**config.mk**
```make
export PLATFORM = sky130hd
export DESIGN_NAME = fb_write_arbiter
export DESIGN_NICKNAME = d
export VERILOG_FILES = /design/src/rtl/fb_pkg.sv /design/src/rtl/fb_clear_sweeper.sv /design/src/rtl/fb_write_arbiter.sv
export SDC_FILE = /design/constraint.sdc
export NUM_CORES = 1
export LEC_CHECK = 0
export BUFFER_PORTS_ARGS = -buffer_cell sky130_fd_sc_hd__buf_2
export CORE_MARGIN = 5
export CORE_UTILIZATION = 51
export DETAILED_ROUTE_END_ITERATION = 7
export PLACE_DENSITY_LB_ADDON = 0.1
export SETUP_SLACK_MARGIN = 0.1
export SLEW_MARGIN = 20
export SYNTH_ARGS = -nofsm -noshare
export SYNTH_HDL_FRONTEND = slang
export SYNTH_SLANG_ARGS = --single-unit
```
**constraint.sdc**
```tcl
create_clock -name CLOCK_50 -period 3.11 [get_ports CLOCK_50]
set_clock_uncertainty 0.2 [all_clocks]
set_input_delay 0.933 -clock CLOCK_50 [delete_from_list [all_inputs] [get_ports CLOCK_50]]
set_output_delay 0.933 -clock CLOCK_50 [all_outputs]
set_load 0.1 [all_outputs]
```
**src/rtl/fb_pkg.sv**
```systemverilog
// -----------------------------------------------------------------------------
// fb_pkg
// Shared constants and types for the trail framebuffer write path.
//   - Framebuffer geometry (640x480 words, 19-bit linear address, 8-bit words)
//   - Trail colour codes written by the player engines and the clear sweep
//   - Arbiter state and player identifiers
// -----------------------------------------------------------------------------
package fb_pkg;

    localparam int FB_WIDTH  = 640;
    localparam int FB_HEIGHT = 480;
    localparam int FB_WORDS  = FB_WIDTH * FB_HEIGHT;   // 307200
    localparam int ADDR_W    = 19;
    localparam int DATA_W    = 8;

    localparam logic [DATA_W-1:0] TRAIL_NONE = 8'h00;
    localparam logic [DATA_W-1:0] TRAIL_P1   = 8'h01;
    localparam logic [DATA_W-1:0] TRAIL_P2   = 8'h80;

    typedef enum logic {
        CLEAR = 1'b0,
        RUN   = 1'b1
    } fb_state_e;

    typedef enum logic {
        PLAYER_1 = 1'b0,
        PLAYER_2 = 1'b1
    } player_e;

endpackage : fb_pkg

```
**src/rtl/fb_clear_sweeper.sv**
```systemverilog
// -----------------------------------------------------------------------------
// fb_clear_sweeper
// Walks a linear address counter from 0 to WORDS-1, one address per cycle,
// so the parent can zero-fill the framebuffer.
//
// Ports:
//   CLOCK_50  in   system clock
//   reset     in   synchronous, active-high; arms a sweep from address 0
//   start     in   one-cycle pulse: restart the sweep from address 0
//   addr      out  address to write this cycle (valid while valid = 1)
//   valid     out  sweep in progress
//   last      out  this cycle presents the final address
//   done      out  one-cycle pulse on the cycle after the final address
// -----------------------------------------------------------------------------
module fb_clear_sweeper #(
    parameter int ADDR_W = 19,
    parameter int WORDS  = 307200
) (
    input  logic              CLOCK_50,
    input  logic              reset,
    input  logic              start,
    output logic [ADDR_W-1:0] addr,
    output logic              valid,
    output logic              last,
    output logic              done
);

    localparam logic [ADDR_W-1:0] LAST_ADDR = ADDR_W'(WORDS - 1);

    logic [ADDR_W-1:0] cnt_q, cnt_d;
    logic              busy_q, busy_d;
    logic              done_q, done_d;

    // NOTE: every variable gets a default before any branch so no latch is inferred.
    always_comb begin
        cnt_d  = cnt_q;
        busy_d = busy_q;
        done_d = 1'b0;
        if (start) begin
            cnt_d  = '0;
            busy_d = 1'b1;
        end else if (busy_q) begin
            // The counter parks on the last address rather than wrapping.
            if (cnt_q == LAST_ADDR) begin
                busy_d = 1'b0;
                done_d = 1'b1;
            end else begin
                cnt_d = cnt_q + ADDR_W'(1);
            end
        end
    end

    // NOTE: sequential state uses non-blocking assignments so every register samples pre-edge values.
    always_ff @(posedge CLOCK_50) begin
        if (reset) begin
            cnt_q  <= '0;
            busy_q <= 1'b1;
            done_q <= 1'b0;
        end else begin
            cnt_q  <= cnt_d;
            busy_q <= busy_d;
            done_q <= done_d;
        end
    end

    assign addr  = cnt_q;
    assign valid = busy_q;
    assign last  = busy_q && (cnt_q == LAST_ADDR);
    assign done  = done_q;

endmodule : fb_clear_sweeper

```
**src/rtl/fb_write_arbiter.sv**
```systemverilog
// -----------------------------------------------------------------------------
// fb_write_arbiter
// Sole owner of the trail framebuffer RAM write port. After reset (or a
// clear_start pulse) it zero-fills the whole RAM, then shares the port between
// the two player drawing engines with round-robin arbitration. One write per
// cycle, issued one cycle after the grant.
//
// Ports:
//   CLOCK_50     in   system clock
//   reset        in   synchronous, active-high
//   clear_start  in   one-cycle pulse: (re)start a full clear
//   p1_req/p2_req    in   player write request
//   p1_addr/p2_addr  in   player linear address (x + y*FB_WIDTH)
//   p1_data/p2_data  in   player word
//   p1_gnt/p2_gnt    out  request consumed this cycle (combinational)
//   wr_addr      out  RAM write address
//   wr_data      out  RAM write data
//   wren         out  RAM write enable
//   clear_busy   out  clear sweep in progress
//   clear_done   out  one-cycle pulse when the sweep finishes
//   conflict     out  one-cycle pulse: both players asked for the same address
//   range_err    out  one-cycle pulse: a granted address was out of range
// -----------------------------------------------------------------------------
module fb_write_arbiter #(
    parameter int                FB_WIDTH    = 640,
    parameter int                FB_HEIGHT   = 480,
    parameter int                ADDR_W      = 19,
    parameter int                DATA_W      = 8,
    parameter logic [DATA_W-1:0] CLEAR_VALUE = 8'h00
) (
    input  logic              CLOCK_50,
    input  logic              reset,
    input  logic              clear_start,
    input  logic              p1_req,
    input  logic [ADDR_W-1:0] p1_addr,
    input  logic [DATA_W-1:0] p1_data,
    output logic              p1_gnt,
    input  logic              p2_req,
    input  logic [ADDR_W-1:0] p2_addr,
    input  logic [DATA_W-1:0] p2_data,
    output logic              p2_gnt,
    output logic [ADDR_W-1:0] wr_addr,
    output logic [DATA_W-1:0] wr_data,
    output logic              wren,
    output logic              clear_busy,
    output logic              clear_done,
    output logic              conflict,
    output logic              range_err
);

    import fb_pkg::*;

    localparam int                WORDS   = FB_WIDTH * FB_HEIGHT;
    localparam logic [ADDR_W-1:0] WORDS_A = ADDR_W'(WORDS);

    fb_state_e         state_q, state_d;
    player_e           last_grant_q, last_grant_d;

    logic              wren_q, wren_d;
    logic [ADDR_W-1:0] wr_addr_q, wr_addr_d;
    logic [DATA_W-1:0] wr_data_q, wr_data_d;
    logic              conflict_q, conflict_d;
    logic              range_err_q, range_err_d;

    logic [ADDR_W-1:0] sel_addr;
    logic [DATA_W-1:0] sel_data;

    logic [ADDR_W-1:0] sweep_addr;
    logic              sweep_valid;
    logic              sweep_last;
    logic              sweep_done;

    fb_clear_sweeper #(
        .ADDR_W (ADDR_W),
        .WORDS  (WORDS)
    ) u_sweeper (
        .CLOCK_50 (CLOCK_50),
        .reset    (reset),
        .start    (clear_start),
        .addr     (sweep_addr),
        .valid    (sweep_valid),
        .last     (sweep_last),
        .done     (sweep_done)
    );

    // State register.
    always_ff @(posedge CLOCK_50) begin
        if (reset) begin
            state_q <= CLEAR;
        end else begin
            state_q <= state_d;
        end
    end

    // Next state: clear_start overrides everything; the sweep hands over to
    // RUN on the edge that issues its final address.
    always_comb begin
        state_d = state_q;
        if (clear_start) begin
            state_d = CLEAR;
        end else if (state_q == CLEAR && sweep_last) begin
            state_d = RUN;
        end
    end

    // Outputs: grants plus the next contents of the registered write slot.
    always_comb begin
        p1_gnt       = 1'b0;
        p2_gnt       = 1'b0;
        last_grant_d = last_grant_q;
        wren_d       = 1'b0;
        wr_addr_d    = wr_addr_q;
        wr_data_d    = wr_data_q;
        conflict_d   = 1'b0;
        range_err_d  = 1'b0;
        sel_addr     = p1_addr;
        sel_data     = p1_data;

        if (clear_start) begin
            // Restart cycle: no grant is given, so no request is consumed
            // only to be erased by the sweep that follows.
            wren_d = 1'b0;
        end else if (state_q == CLEAR) begin
            wren_d    = sweep_valid;
            wr_addr_d = sweep_addr;
            wr_data_d = CLEAR_VALUE;
        end else begin
            conflict_d = p1_req && p2_req && (p1_addr == p2_addr);

            if (p1_req && p2_req) begin
                // Tie: the player not served by the last tie wins.
                if (last_grant_q == PLAYER_2) begin
                    p1_gnt       = 1'b1;
                    last_grant_d = PLAYER_1;
                end else begin
                    p2_gnt       = 1'b1;
                    last_grant_d = PLAYER_2;
                end
            end else begin
                p1_gnt = p1_req;
                p2_gnt = p2_req;
            end

            if (p2_gnt) begin
                sel_addr = p2_addr;
                sel_data = p2_data;
            end

            if (p1_gnt || p2_gnt) begin
                if (sel_addr < WORDS_A) begin
                    wren_d    = 1'b1;
                    wr_addr_d = sel_addr;
                    wr_data_d = sel_data;
                end else begin
                    range_err_d = 1'b1;
                end
            end
        end
    end

    always_ff @(posedge CLOCK_50) begin
        if (reset) begin
            last_grant_q <= PLAYER_2;
            wren_q       <= 1'b0;
            wr_addr_q    <= '0;
            wr_data_q    <= '0;
            conflict_q   <= 1'b0;
            range_err_q  <= 1'b0;
        end else begin
            last_grant_q <= last_grant_d;
            wren_q       <= wren_d;
            wr_addr_q    <= wr_addr_d;
            wr_data_q    <= wr_data_d;
            conflict_q   <= conflict_d;
            range_err_q  <= range_err_d;
        end
    end

    assign wren       = wren_q;
    assign wr_addr    = wr_addr_q;
    assign wr_data    = wr_data_q;
    assign conflict   = conflict_q;
    assign range_err  = range_err_q;
    assign clear_busy = sweep_valid;
    assign clear_done = sweep_done;

endmodule : fb_write_arbiter

```
==> flow_results.org <==
** Run status
- The run finished with clean final reports.

** Synth
- Of the total synthesized cell area, the portion taken by AND, OR, NAND and NOR gates is 26.53%.
- Count of unique library cells instantiated by Yosys :: 42
- Number of enable flip-flop cells after synthesis :: 0
- Averaged over all synthesized cells, the footprint is 7.730 um2.
- Among all cell types in the netlist, the one instantiated most often is sky130_fd_sc_hd__nand2_1.
- #FFs+latches synth :: 53
- Synthesis Warnings :: 0
- Yosys attributes the largest share of cell area to sky130_fd_sc_hd__dfxtp_1 36%, sky130_fd_sc_hd__nand2_1 8.9%, sky130_fd_sc_hd__a21oi_1 5.9%.
- Summing the areas of all compound-gate instances in the mapped netlist gives 21.06% of the synthesized area.
- Fraction of the yosys area taken by sequential cells :: 35.93%
- sky130_fd_sc_hd__dfxtp_1 takes more of the synthesized area than any other cell.
- Commonest cells in the netlist :: 70 x sky130_fd_sc_hd__nand2_1, 53 x sky130_fd_sc_hd__dfxtp_1, 35 x sky130_fd_sc_hd__a21oi_1
- The synthesized netlist devotes 9.492% of its cell area to XOR and XNOR gates.
- Adder-cell area share of the yosys netlist :: 0.4237%
- Primary flip-flop cell chosen by synthesis mapping :: sky130_fd_sc_hd__dfxtp_1
- Measured against the total synthesized area, the mux share comes to 1.059%.
- Post-Syn Nets :: 442
- Largest family of logic cells by synthesized area :: simple AND/OR/NAND/NOR gates
- Synth Cell Area :: 0.002953 mm2
- Count of mapped cells out of synthesis :: 382
- Portion of synthesized cell area occupied by the leading cell type :: 35.93%
- In the synthesized netlist the async set-or-reset flop fraction comes to 0%.

** Timing
- After routing, the total negative slack on setup checks comes to 0 ps.
- Setup violators final :: 0
- Worst-case headroom to the max-slew limit :: 65.52%
- At the pin with the least slew margin, the transition time is 517.2 ps.
- Count of endpoints failing hold in the final timing report :: 0
- Final Slew Violations :: 0
- Dividing the final minimum period by the clock period gives 92.63%.
- Highest attainable clock frequency :: 347.1 MHz
- Setup repair after global routing missed its margin :: false
- Shortest period the worst path allows :: 2881 ps

** Power
- Comb pwr share :: 13.5%
- Per report_power, the clock group accounts for 31.1% of the total.
- In this run switching power makes up 26.81% of total power.
- Internal power comes to 902.1 uW.
- Switching component of the power :: 330.4 uW
- VDD sags by at most 0.2069 mV.
- P_leak :: 1.412 nW
- Total Power Consumption :: 1.232 mW
- Reg power frac :: 55.4%
- Pwr dens :: 344.9 mW/mm2

** GRT
- After global routing the overflow that remains totals 0.
- Across every metal layer, demand over resource in global routing totals 24.64%.
- The first global-routing pass estimated 14680 um of wire.
- Pin count of the biggest net entering global routing :: 52
- The number of global-route vias before repair was 2959.
- The initial antenna violation count was 0.

** Route
- DR WL/cell :: 16.71 um
- Residual DRC count :: 0
- Mean number of vias per cell :: 5.888
- Total length of routed wires :: 8975 um
- Final antenna-violating net count :: 0
- Number of design-rule violations left by the first detailed-router iteration :: 237
- First-pass detailed-route iteration total :: 4
- Detailed routing inserted a total of 3162 vias.

** Layout
- Once layout is complete, the cells apart from fillers number 537.
- Cell area after layout :: 0.003573 mm2
- Sequential cell area in the final layout :: 0.001061 mm2
- Count of inserted antenna diode cells :: 0
- Layout overhead on the synthesized area :: 21.02%
- Cells with a size suffix above 1 make up 26.02% of the layout.
- After the last flow step, the layout net total stands at 524.
- Summing all multi-input logic gate instances after layout gives 0.001747 mm2.
- The filler cells instantiated in the layout total 502.

** Place
- The wire-length estimate of the detail-placed layout is 6680 um.
- Input and output buffers added on the ports amount to 92.
- Counting tap cells, the placed design contains a total of 529 instances.
- The placed instances occupy a cell area of 0.003490 mm2.
- Routability-driven placement finished with a final weighted congestion of 0.8729.

** Setup path
- The setup path with the least slack is of type in2out.
- The number of buffers and inverters on the critical path is 2.
- Element type at the critical path start :: input port
- Data on the critical path is required at its endpoint by 1980 ps.
- On the worst path, the slowest cell contributes a delay of 300 ps.
- Max FO, Critical Path :: 5
- Kind of capture point of the worst setup path :: output pin
- Among cell families on the critical path, the largest total delay comes from buffers and inverters.
- The critical path goes through buf_2 > a21boi_2 > and2_4 > buf_12.
- Critical Path AT :: 1750 ps
- The slowest stage of the critical path is the sky130_fd_sc_hd__a21boi_2 cell.

** Die
- The initial utilization of the core area, before any placement, comes to 52.97%.
- The die is 86.09 um tall.
- Width of the die :: 86.09 um
- Floorplan core area :: 0.005574 mm2
- Number of placement rows :: 27
- Pin placement for this block handled 93 I/O pins.
- The floorplan step defined a die boundary enclosing 0.007411 mm2.

** Clock network
- Post CTS Setup Buffer Count :: 0
- Number of resized instances in the post-cts repair step :: 0
- Maximum level of the CTS H-tree :: 2
- No sink is reached through more buffers than the 2 on the longest clock path.
- For the worst-skew pair, the clock arrives at the later sink with an insertion delay of 300 ps.
- TritonCTS built the clock tree.
- Cell at the root of the clock tree :: sky130_fd_sc_hd__clkbuf_8
- After clock tree synthesis, the clock-pin slew on the worst setup and hold paths is 90 ps.
- In this run, CTS created clock tree buffers numbering 5.
- For this design, the CTS-stage hold fixing added 0 buffers.
- Number of clock sinks seen by CTS :: 53

** Hold path
- The tightest min-delay check is of the reg2reg type.

** Run
- Max-cap violations in this run came to 0.
-- metal layers --
| layer | vias up | global-route usage, % | share of wire (%) | routed length (um) |
|---|---|---|---|---|
| met4 | 0 | 7.482 | 1.7 | 155 |
| met1 | 1479 | 33.00 | 43 | 3860 |
| met5 | - | 0 | 0 | 0 |
| met2 | 126 | 38.89 | 47 | 4194 |
| li1 | 1542 | - | - | - |
| met3 | 15 | 6.244 | 8.5 | 765 |
-- sequential cells by signal (all words and copies together), names as in the netlist --
signal and cells:
u_sweeper.done 1, conflict 1, wr_addr 19, last_grant_q 1, u_sweeper.addr 19, wr_data 8
wren 1, state_q 1, range_err 1, u_sweeper.valid 1
-- final timing paths --
kind	start	to	slack (ps)	cells past startpoint
worst min-delay path	wr_addr[4]$_SDFFE_PP0P_	wr_addr[4]$_SDFFE_PP0P_	280	2
worst max register to register	u_sweeper.addr[13]$_SDFFE_PP0P_	u_sweeper.addr[2]$_SDFFE_PP0P_	860	6
worst min register to register	wr_addr[4]$_SDFFE_PP0P_	wr_addr[4]$_SDFFE_PP0P_	280	2
worst max-delay path	p2_req	p2_gnt	230	4
-- final cells by class --
type | count | share of cell area (%)
clock inverter | 1 | 0.2101
sequential | 53 | 29.69
clock buffer | 7 | 2.136
multi-input combinational | 296 | 48.88
tap | 72 | 2.521
inverter | 5 | 0.5252
timing repair buffer | 103 | 16.04
-- worst register-to-register path: cells and delay by family (launching register included) --
kind                   cells  cell delay (ps)
buffers and inverters      1              240
DFF                        1              460
and+or+nand+nor            5             1280
-- per-stage QoR --
step                      util [%]  setup WS [ps]  hold WS [ps]
final                        64.11          229.3         280.4
after floorplan                  -          163.7         261.8
after global routing         64.11          186.3         309.6
after detailed placement     62.60          239.4         267.2
after CTS                    64.11          230.5         281.6
after global placement       62.60          253.4         260.8
-- cells in the final DEF, fill, tap and decap left out, drive strengths merged, types with 2 or more instances in the layout --
master	netlist	layout
a21o	3	3
and4	6	6
inv	5	5
nor2	16	16
mux2i	2	2
or4	2	2
buf	7	103
a211oi	3	3
dfxtp	53	53
nor3	13	13
nor2b	2	2
and3	2	2
xor2	20	20
nand3	26	26
nand4	12	12
clkbuf	21	7
a21oi	35	35
a31oi	2	2
o2111ai	18	18
a2111o	2	2
or3	2	2
o21ai	31	31
xnor2	12	12
nor4	6	6
nand2	70	70
-- power groups by stage --
| stage | logic [mW] | clock network [mW] | registers [mW] |
|---|---|---|---|
| 3_5_place_dp | 0.164 | 0 | 0.699 |
| 3_3_place_gp | 0.162 | 0 | 0.699 |
| 4_1_cts | 0.165 | 0.390 | 0.683 |
| 2_1_floorplan | 0.0752 | 0 | 0.708 |
| 6_report | 0.166 | 0.384 | 0.683 |
| 5_1_grt | 0.182 | 0.422 | 0.683 |
-- cell families (layout without fill, tap and decap cells) --
kind of cell / Yosys count / after routing
and+or+nand+nor: 162 / 162
AOI/OAI and AO/OA: 98 / 98
DFF: 53 / 53
buffers and inverters: 33 / 116
xor gates and xnor gates: 32 / 32
muxes: 3 / 3
adders and majority gates: 1 / 1
No activity file was read; power rests on OpenSTA's default activity.
